File: src/rtl/aes_round_tail.sv
// AES-128 round back-end: ShiftRows, MixColumns (skipped on the final round), AddRoundKey,
// registered behind a valid/ready handshake with an optional skid slot for full throughput.
module aes_round_tail #(
  parameter int SKID_EN = 1,
  parameter int TAG_W   = 4
) (
  input  logic             clk_i,
  input  logic             rst_i,
  input  logic             flush_i,
  input  logic             valid_i,
  output logic             ready_o,
  input  logic [127:0]     state_i,
  input  logic [127:0]     rkey_i,
  input  logic             last_i,
  input  logic [TAG_W-1:0] tag_i,
  output logic             valid_o,
  input  logic             ready_i,
  output logic [127:0]     state_o,
  output logic [TAG_W-1:0] tag_o
);

  localparam bit LP_SKID = (SKID_EN != 0);

  // Handshake: a transfer happens on a rising edge where valid and ready are both high;
  // a valid side holds its payload stable until that edge.

  function automatic logic [7:0] xtime(input logic [7:0] b);
    return {b[6:0], 1'b0} ^ (b[7] ? 8'h1B : 8'h00);
  endfunction

  function automatic logic [31:0] mix_col(input logic [31:0] col);
    logic [7:0] a0, a1, a2, a3;
    a0 = col[31:24];
    a1 = col[23:16];
    a2 = col[15:8];
    a3 = col[7:0];
    return {xtime(a0) ^ xtime(a1) ^ a1 ^ a2 ^ a3,
            a0 ^ xtime(a1) ^ xtime(a2) ^ a2 ^ a3,
            a0 ^ a1 ^ xtime(a2) ^ xtime(a3) ^ a3,
            xtime(a0) ^ a0 ^ a1 ^ a2 ^ xtime(a3)};
  endfunction

  logic [127:0] w_sr;
  logic [127:0] w_mc;
  logic [127:0] w_next;
  logic         w_in_fire;
  logic         w_out_fire;

  logic             r_out_valid;
  logic [127:0]     r_out_state;
  logic [TAG_W-1:0] r_out_tag;
  logic             r_skid_valid;
  logic [127:0]     r_skid_state;
  logic [TAG_W-1:0] r_skid_tag;

  // Byte n sits at [127-8n -: 8]; row r of column c is byte r+4c.
  always_comb begin
    w_sr = '0;
    for (int r = 0; r < 4; r++) begin
      for (int c = 0; c < 4; c++) begin
        w_sr[127-8*(r+4*c) -: 8] = state_i[127-8*(r+4*((c+r)%4)) -: 8];
      end
    end
  end

  always_comb begin
    w_mc = '0;
    for (int c = 0; c < 4; c++) begin
      w_mc[127-32*c -: 32] = mix_col(w_sr[127-32*c -: 32]);
    end
  end

  assign w_next     = (last_i ? w_sr : w_mc) ^ rkey_i;
  assign ready_o    = LP_SKID ? !r_skid_valid : (!r_out_valid || ready_i);
  assign w_in_fire  = valid_i && ready_o;
  assign w_out_fire = r_out_valid && ready_i;

  always_ff @(posedge clk_i or posedge rst_i) begin
    if (rst_i) begin
      r_out_valid  <= 1'b0;
      r_out_state  <= '0;
      r_out_tag    <= '0;
      r_skid_valid <= 1'b0;
      r_skid_state <= '0;
      r_skid_tag   <= '0;
    end else if (flush_i) begin
      r_out_valid  <= 1'b0;
      r_skid_valid <= 1'b0;
    end else if (!r_out_valid || w_out_fire) begin
      if (r_skid_valid) begin
        r_out_valid  <= 1'b1;
        r_out_state  <= r_skid_state;
        r_out_tag    <= r_skid_tag;
        r_skid_valid <= w_in_fire;
        if (w_in_fire) begin
          r_skid_state <= w_next;
          r_skid_tag   <= tag_i;
        end
      end else begin
        r_out_valid <= w_in_fire;
        if (w_in_fire) begin
          r_out_state <= w_next;
          r_out_tag   <= tag_i;
        end
      end
    end else if (w_in_fire && LP_SKID) begin
      // Output slot stalled: park the new entry behind it.
      r_skid_valid <= 1'b1;
      r_skid_state <= w_next;
      r_skid_tag   <= tag_i;
    end
  end

  assign valid_o = r_out_valid;
  assign state_o = r_out_state;
  assign tag_o   = r_out_tag;

endmodule

File: config.mk
export PLATFORM = sky130hd
export DESIGN_NAME = aes_round_tail
export DESIGN_NICKNAME = d
export VERILOG_FILES = /design/src/rtl/aes_round_tail.sv
export SDC_FILE = /design/constraint.sdc
export NUM_CORES = 1
export LEC_CHECK = 0
export ABC_CLOCK_PERIOD_IN_PS = 11050
export BUFFER_PORTS_ARGS = -buffer_cell sky130_fd_sc_hd__buf_4
export CAP_MARGIN = 20
export CORE_UTILIZATION = 45
export CTS_CLUSTER_DIAMETER = 40
export DETAILED_ROUTE_END_ITERATION = 8
export GPL_ROUTABILITY_DRIVEN = 0
export HOLD_SLACK_MARGIN = 0.05
export PLACE_DENSITY = 0.76
export SLEW_MARGIN = 20
export SYNTH_ARGS = -nofsm -noshare
export SYNTH_HDL_FRONTEND = slang
export SYNTH_SLANG_ARGS = --single-unit
File: constraint.sdc
create_clock -name clk_i -period 11.05 [get_ports clk_i]
set_input_delay 0.5525 -clock clk_i [delete_from_list [all_inputs] [get_ports clk_i]]
set_output_delay 0.5525 -clock clk_i [all_outputs]
set_load 0.02 [all_outputs]
Word-level counts from Yosys, hierarchy flattened
Index checks and enable logic that the tools add are counted.

Word-level logic and storage cells: 133. ROM bits: 0. Bits in latches: 0. Input port bits: 266. Memories kept: 0. Memory bits (writable): 0. Bits in registers: 266.

Order comparisons: 0. Bitwise operators: 82. Reduce and logical (&&, ||, !) cells: 10. Equality and inequality tests: 1. Add/sub/neg operators: 0. Multipliers: 0. Divide/modulo/power cells: 0. Multiplexer cells: 34. Shifts and indexed selects: 0.

Operator list (count): 128-bit 2-to-1 mux (6); 8-bit bitwise XOR (64); 128-bit bitwise XOR (1); 8-bit by 5-bit bitwise XOR with 8-bit output (16); 5-bit 2-to-1 mux (16); 4-bit 2-to-1 mux (5); 1-bit 2-to-1 mux (7); 2-bit nonzero test (2); 3-bit AND reduction (1); 3-bit nonzero test (1); 1-bit logical AND (2); 1-bit zero test (2); 2-bit != test, second input constant (1); 2-bit AND reduction (1); 1-bit logical OR (1); 1-bit NOT (1).

Depth between registers and ports, before layout
Word-level depth: 11. Mapped depth: 9. Depth with buffers taken out: 5.

Worst setup path before layout
OpenSTA, ideal clock, no wires.

Kind: in2reg. Start: in state_i[79]. End: reg r_skid_state[20]. Arrival: 1.896 ns. Cell stages on the path: 6. Path buffers: 1. Required time: 10.918 ns. Setup slack: 9.022 ns. Path through: buf_2 -> xnor3_1 -> xnor3_1 -> mux2i_1 -> xor2_1 -> o21ai_1.

Word-level cells in the longest chain between the ends: 10.

RTL lines: start: declaration (RTL line 12) `input logic [127:0] state_i,`; 5-bit 2-to-1 mux * (RTL line 28) `return {b[6:0], 1'b0} ^ (b[7] ? 8'h1B : 8'h00);`; 8-bit by 5-bit bitwise XOR with 8-bit output * (RTL line 28); 8-bit bitwise XOR * (3 in a row) (RTL line 38) `a0 ^ xtime(a1) ^ xtime(a2) ^ a2 ^ a3,`; 128-bit 2-to-1 mux * (RTL line 73) `assign w_next = (last_i ? w_sr : w_mc) ^ rkey_i;`; 128-bit bitwise XOR * (RTL line 73); 128-bit 2-to-1 mux * (RTL line 95, 106); 128-bit 2-to-1 mux (RTL line 90) `if (r_skid_valid) begin`; 128-bit 2-to-1 mux * (RTL line 89) `end else if (!r_out_valid || w_out_fire) begin`; end signal: assignment (RTL line 96) `r_skid_state <= w_next;`; end signal: assignment (RTL line 109) `r_skid_state <= w_next;`; end: declaration (RTL line 53) `logic [127:0] r_skid_state;`.

Every way passes the cells marked *; elsewhere a longest branch is shown, timed or not. The select of a mux whose other input is x is not followed. A chain may end at the register's enable or synchronous reset.

Worst setup path after layout
Start: in last_i. End: reg r_out_state[75] (netlist: state_o[75]).

Word-level cells in the longest chain between the ends: 4.

RTL lines: start: declaration (RTL line 14) `input logic last_i,`; 128-bit 2-to-1 mux (RTL line 73); 128-bit bitwise XOR (RTL line 73); 128-bit 2-to-1 mux (RTL line 101) `if (w_in_fire) begin`; 128-bit 2-to-1 mux (RTL line 90); end signal: assignment (RTL line 92) `r_out_state <= r_skid_state;`; end signal: assignment (RTL line 102) `r_out_state <= w_next;`; end: declaration (RTL line 50) `logic [127:0] r_out_state;`.

Every way passes these cells. The select of a mux whose other input is x is not followed.

==> impl_metrics.json <==
{
  "met2_usage_pct": 43.7,
  "gr-max-usage-layer": "met2",
  "r2r_slack_ps": 8230,
  "skew_ps": 10.3,
  "layout.cells.most_common": "buf_4",
  "ir_drop_uv": 140,
  "ys_ff_latch": 266,
  "worstPathArrival_ps": 3520,
  "grt_use_met3_pct": 5.28,
  "fmax_mhz": 324,
  "core_area_mm2": 0.0455,
  "cts_root_buf": "clkbuf_16",
  "cp-start-kind": "primary input",
  "grt_max_degree": 108,
  "synth_area_mm2": 0.0208,
  "die_h_um": 217,
  "status": "completed",
  "grt_remaining_overflow": 0,
  "finalHoldViolCount": 0,
  "slew_violations": 0,
  "synth-compound-area-share_pct": 8.80,
  "layout_min_cycle_time_ps": 3080,
  "antenna_found_initial": 2,
  "synth_cells": 2127,
  "final_cell_mix": "414 x buf_4, 301 x nand2_1, 265 x dfrtp_1, 227 x xnor2_1, 180 x o21ai_1",
  "use_met1_pct": 35.8,
  "dieArea_mm2": 0.0470,
  "finalSetupTns_ps": 0,
  "synth_async_sr_flop_share_pct": 100,
  "cts_buffers": 50,
  "syn_avg_cell_area_um2": 9.77,
  "post_drt_wl_per_cell_um": 21.3,
  "syn2layout_area_growth_pct": 23.5,
  "synth_edf_count": 0,
  "synth_warnings": 0,
  "cts.sinks": 266,
  "hold_class": "primary input to flip-flop",
  "yosys.area_share.xor_xnor_pct": 33.5,
  "clockBufferDepth": 3,
  "num-nets-final": 2658,
  "drv_cap": 0,
  "syn_nets": 2393,
  "drc": 0,
  "critPathMaxFanout": 93,
  "layout_setup_ws_ps": 7970,
  "power_frac_comb_pct": 33.6,
  "clkLatencyLatePin_ps": 580,
  "grt_usage_pct": 27.0,
  "num_rows": 78,
  "period_share_pct": 27.9,
  "port_buffers": 399,
  "p_sw_w": 0.00151,
  "clock_power_share_pct": 35.7,
  "p_int_w": 0.00304,
  "cellPowerDensity_mw_per_mm2": 177,
  "synth-adder-area-share_pct": 0,
  "setup_viol": 0,
  "drive_gt1_share_pct": 22.6,
  "ys_seq_area_share_pct": 32.0,
  "h-tree-depth": 2,
  "power.leakage_nw": 12.7,
  "worst-endpoint-required_ps": 11490,
  "viasPerCell": 5.73,
  "hpwl_mm": 43.9,
  "initial_core_util_pct": 45.7,
  "switching_share_pct": 33.2,
  "slew_headroom_pct": 30.1,
  "synth_ff_type": "dfrtp_1",
  "ys_types": 39,
  "yosys.area_share.simple_pct": 15.0,
  "synth_top_family_by_area": "XOR/XNOR gates",
  "cts_tree": "done",
  "path_clk_slew_ps": 50,
  "die_w_um": 217,
  "worstSetupEndpointType": "flip-flop",
  "grt_pass1_wl_mm": 100,
  "rsz0062_at_grt": "no",
  "seqPwrFrac_pct": 30.6,
  "grt_pass1_vias": 17911,
  "path_class": "primary input to flip-flop",
  "io-pin-count": 400,
  "drt_wl_total_mm": 64.5,
  "pre_cts_ws_ps": 7360,
  "drt_iter0_markers": 1286,
  "dr.pass1.iters": 5,
  "synthMuxAreaShare_pct": 6.38,
  "tightest_slew_ps": 1050,
  "postRouteAntennaNets": 0,
  "dr_total_vias": 17370
}
-- cell type report --
cell class                      count  area [um^2]
Fill cell                        3849        19800
Clock inverter                     30          398
Inverter                            3         20.0
Timing Repair Buffer              420         3210
Multi-Input combinational cell   1651        13300
Antenna cell                        1         2.50
Sequential cell                   266         6660
Clock buffer                       61         1360
Tap cell                          600          751
-- final timing paths --
| kind | start | depth (start not counted) | end |
|---|---|---|---|
| hold / removal | flush_i | 2 | valid_o |
| setup reg to reg | r_skid_valid | 4 | r_skid_state[123] |
| hold reg to reg | r_skid_tag[2] | 2 | r_skid_tag[2] |
| max in group asynchronous | rst_i | 6 | r_skid_state[50] |
| setup / recovery | last_i | 7 | state_o[75] |
| min in group asynchronous | rst_i | 3 | r_skid_state[110] |
-- logic make-up after synthesis --
logic type | count (synthesis)
flops | 266
buf+inv | 210
mux | 132
compound gates | 307
xor+xnor | 525
simple gates | 687
-- state kept, by name, indices dropped and copies added (netlist names) --
name / count
r_skid_valid: 1
valid_o: 1
tag_o: 4
r_skid_tag: 4
state_o: 128
r_skid_state: 128
-- routing by layer --
layer  routed length, um  vias up
met4                2160        0
met3                4810      140
met2               30600      735
met5                   0        -
met1               27000     8612
li1                    -     7883
-- metrics by stage --
| stage | utilization [%] | std cells | hold slack (ps) | power (W) | area [um^2] |
|---|---|---|---|---|---|
| after floorplan | - | 2127 | 445 | 0.00240 | 20800 |
| after global placement | 52.4 | 2937 | 457 | 0.00286 | 23800 |
| after detailed placement | 52.4 | 2937 | 465 | 0.00292 | 23800 |
| after CTS | 56.3 | 3029 | 153 | 0.00457 | 25600 |
| after global routing | 56.4 | 3031 | 166 | 0.00476 | 25700 |
| final | 56.4 | 3032 | 181 | 0.00455 | 25700 |
-- synthesized netlist by cell type, types with 2 or more instances --
cell type / number / area share, %
o21ai_2: 9 / 0.38
o221a_2: 2 / 0.11
buf_4: 6 / 0.22
mux2i_1: 129 / 6.2
xnor2_1: 227 / 9.6
nand3_1: 165 / 4.0
nor3_1: 82 / 2.0
o21ai_0: 18 / 0.43
a21oi_1: 2 / 0.048
a221oi_1: 47 / 2.0
xnor3_1: 139 / 15
xor3_2: 2 / 0.24
xor2_2: 4 / 0.31
o311ai_1: 2 / 0.084
nor2_1: 51 / 0.92
buf_1: 4 / 0.072
o22ai_1: 46 / 1.4
o21ai_1: 180 / 4.3
mux2_2: 3 / 0.16
xor3_1: 18 / 2.1
dfrtp_1: 266 / 32
nand2b_1: 3 / 0.090
xnor2_2: 14 / 1.1
and3_1: 80 / 2.4
xor2_1: 120 / 5.1
nand2_1: 302 / 5.5
buf_2: 64 / 1.5
clkbuf_1: 131 / 2.4
-- critical path: stages --
cell	delay (ps)
buf_6	530
clkinv_2	800
buf_4	560
nand3_2	120
buf_4	610
nand2b_1	190
o21ai_0	90
-- repair_timing --
action / in CTS / in global routing
hold buffers: 1 / 0
hold endpoints to repair: 57 / 0
buffers inserted: 0 / 0
resized for setup: 0 / 0
-- power groups by stage --
stage	Sequential [W]	Combinational (W)	Clock, W
final	0.00139	0.00153	0.00163
after global routing	0.00142	0.00165	0.00169
after CTS	0.00139	0.00153	0.00165
after detailed placement	0.00140	0.00152	0
after global placement	0.00138	0.00147	0
after floorplan	0.00149	0.000913	0
No activity file was read; power rests on OpenSTA's default activity.
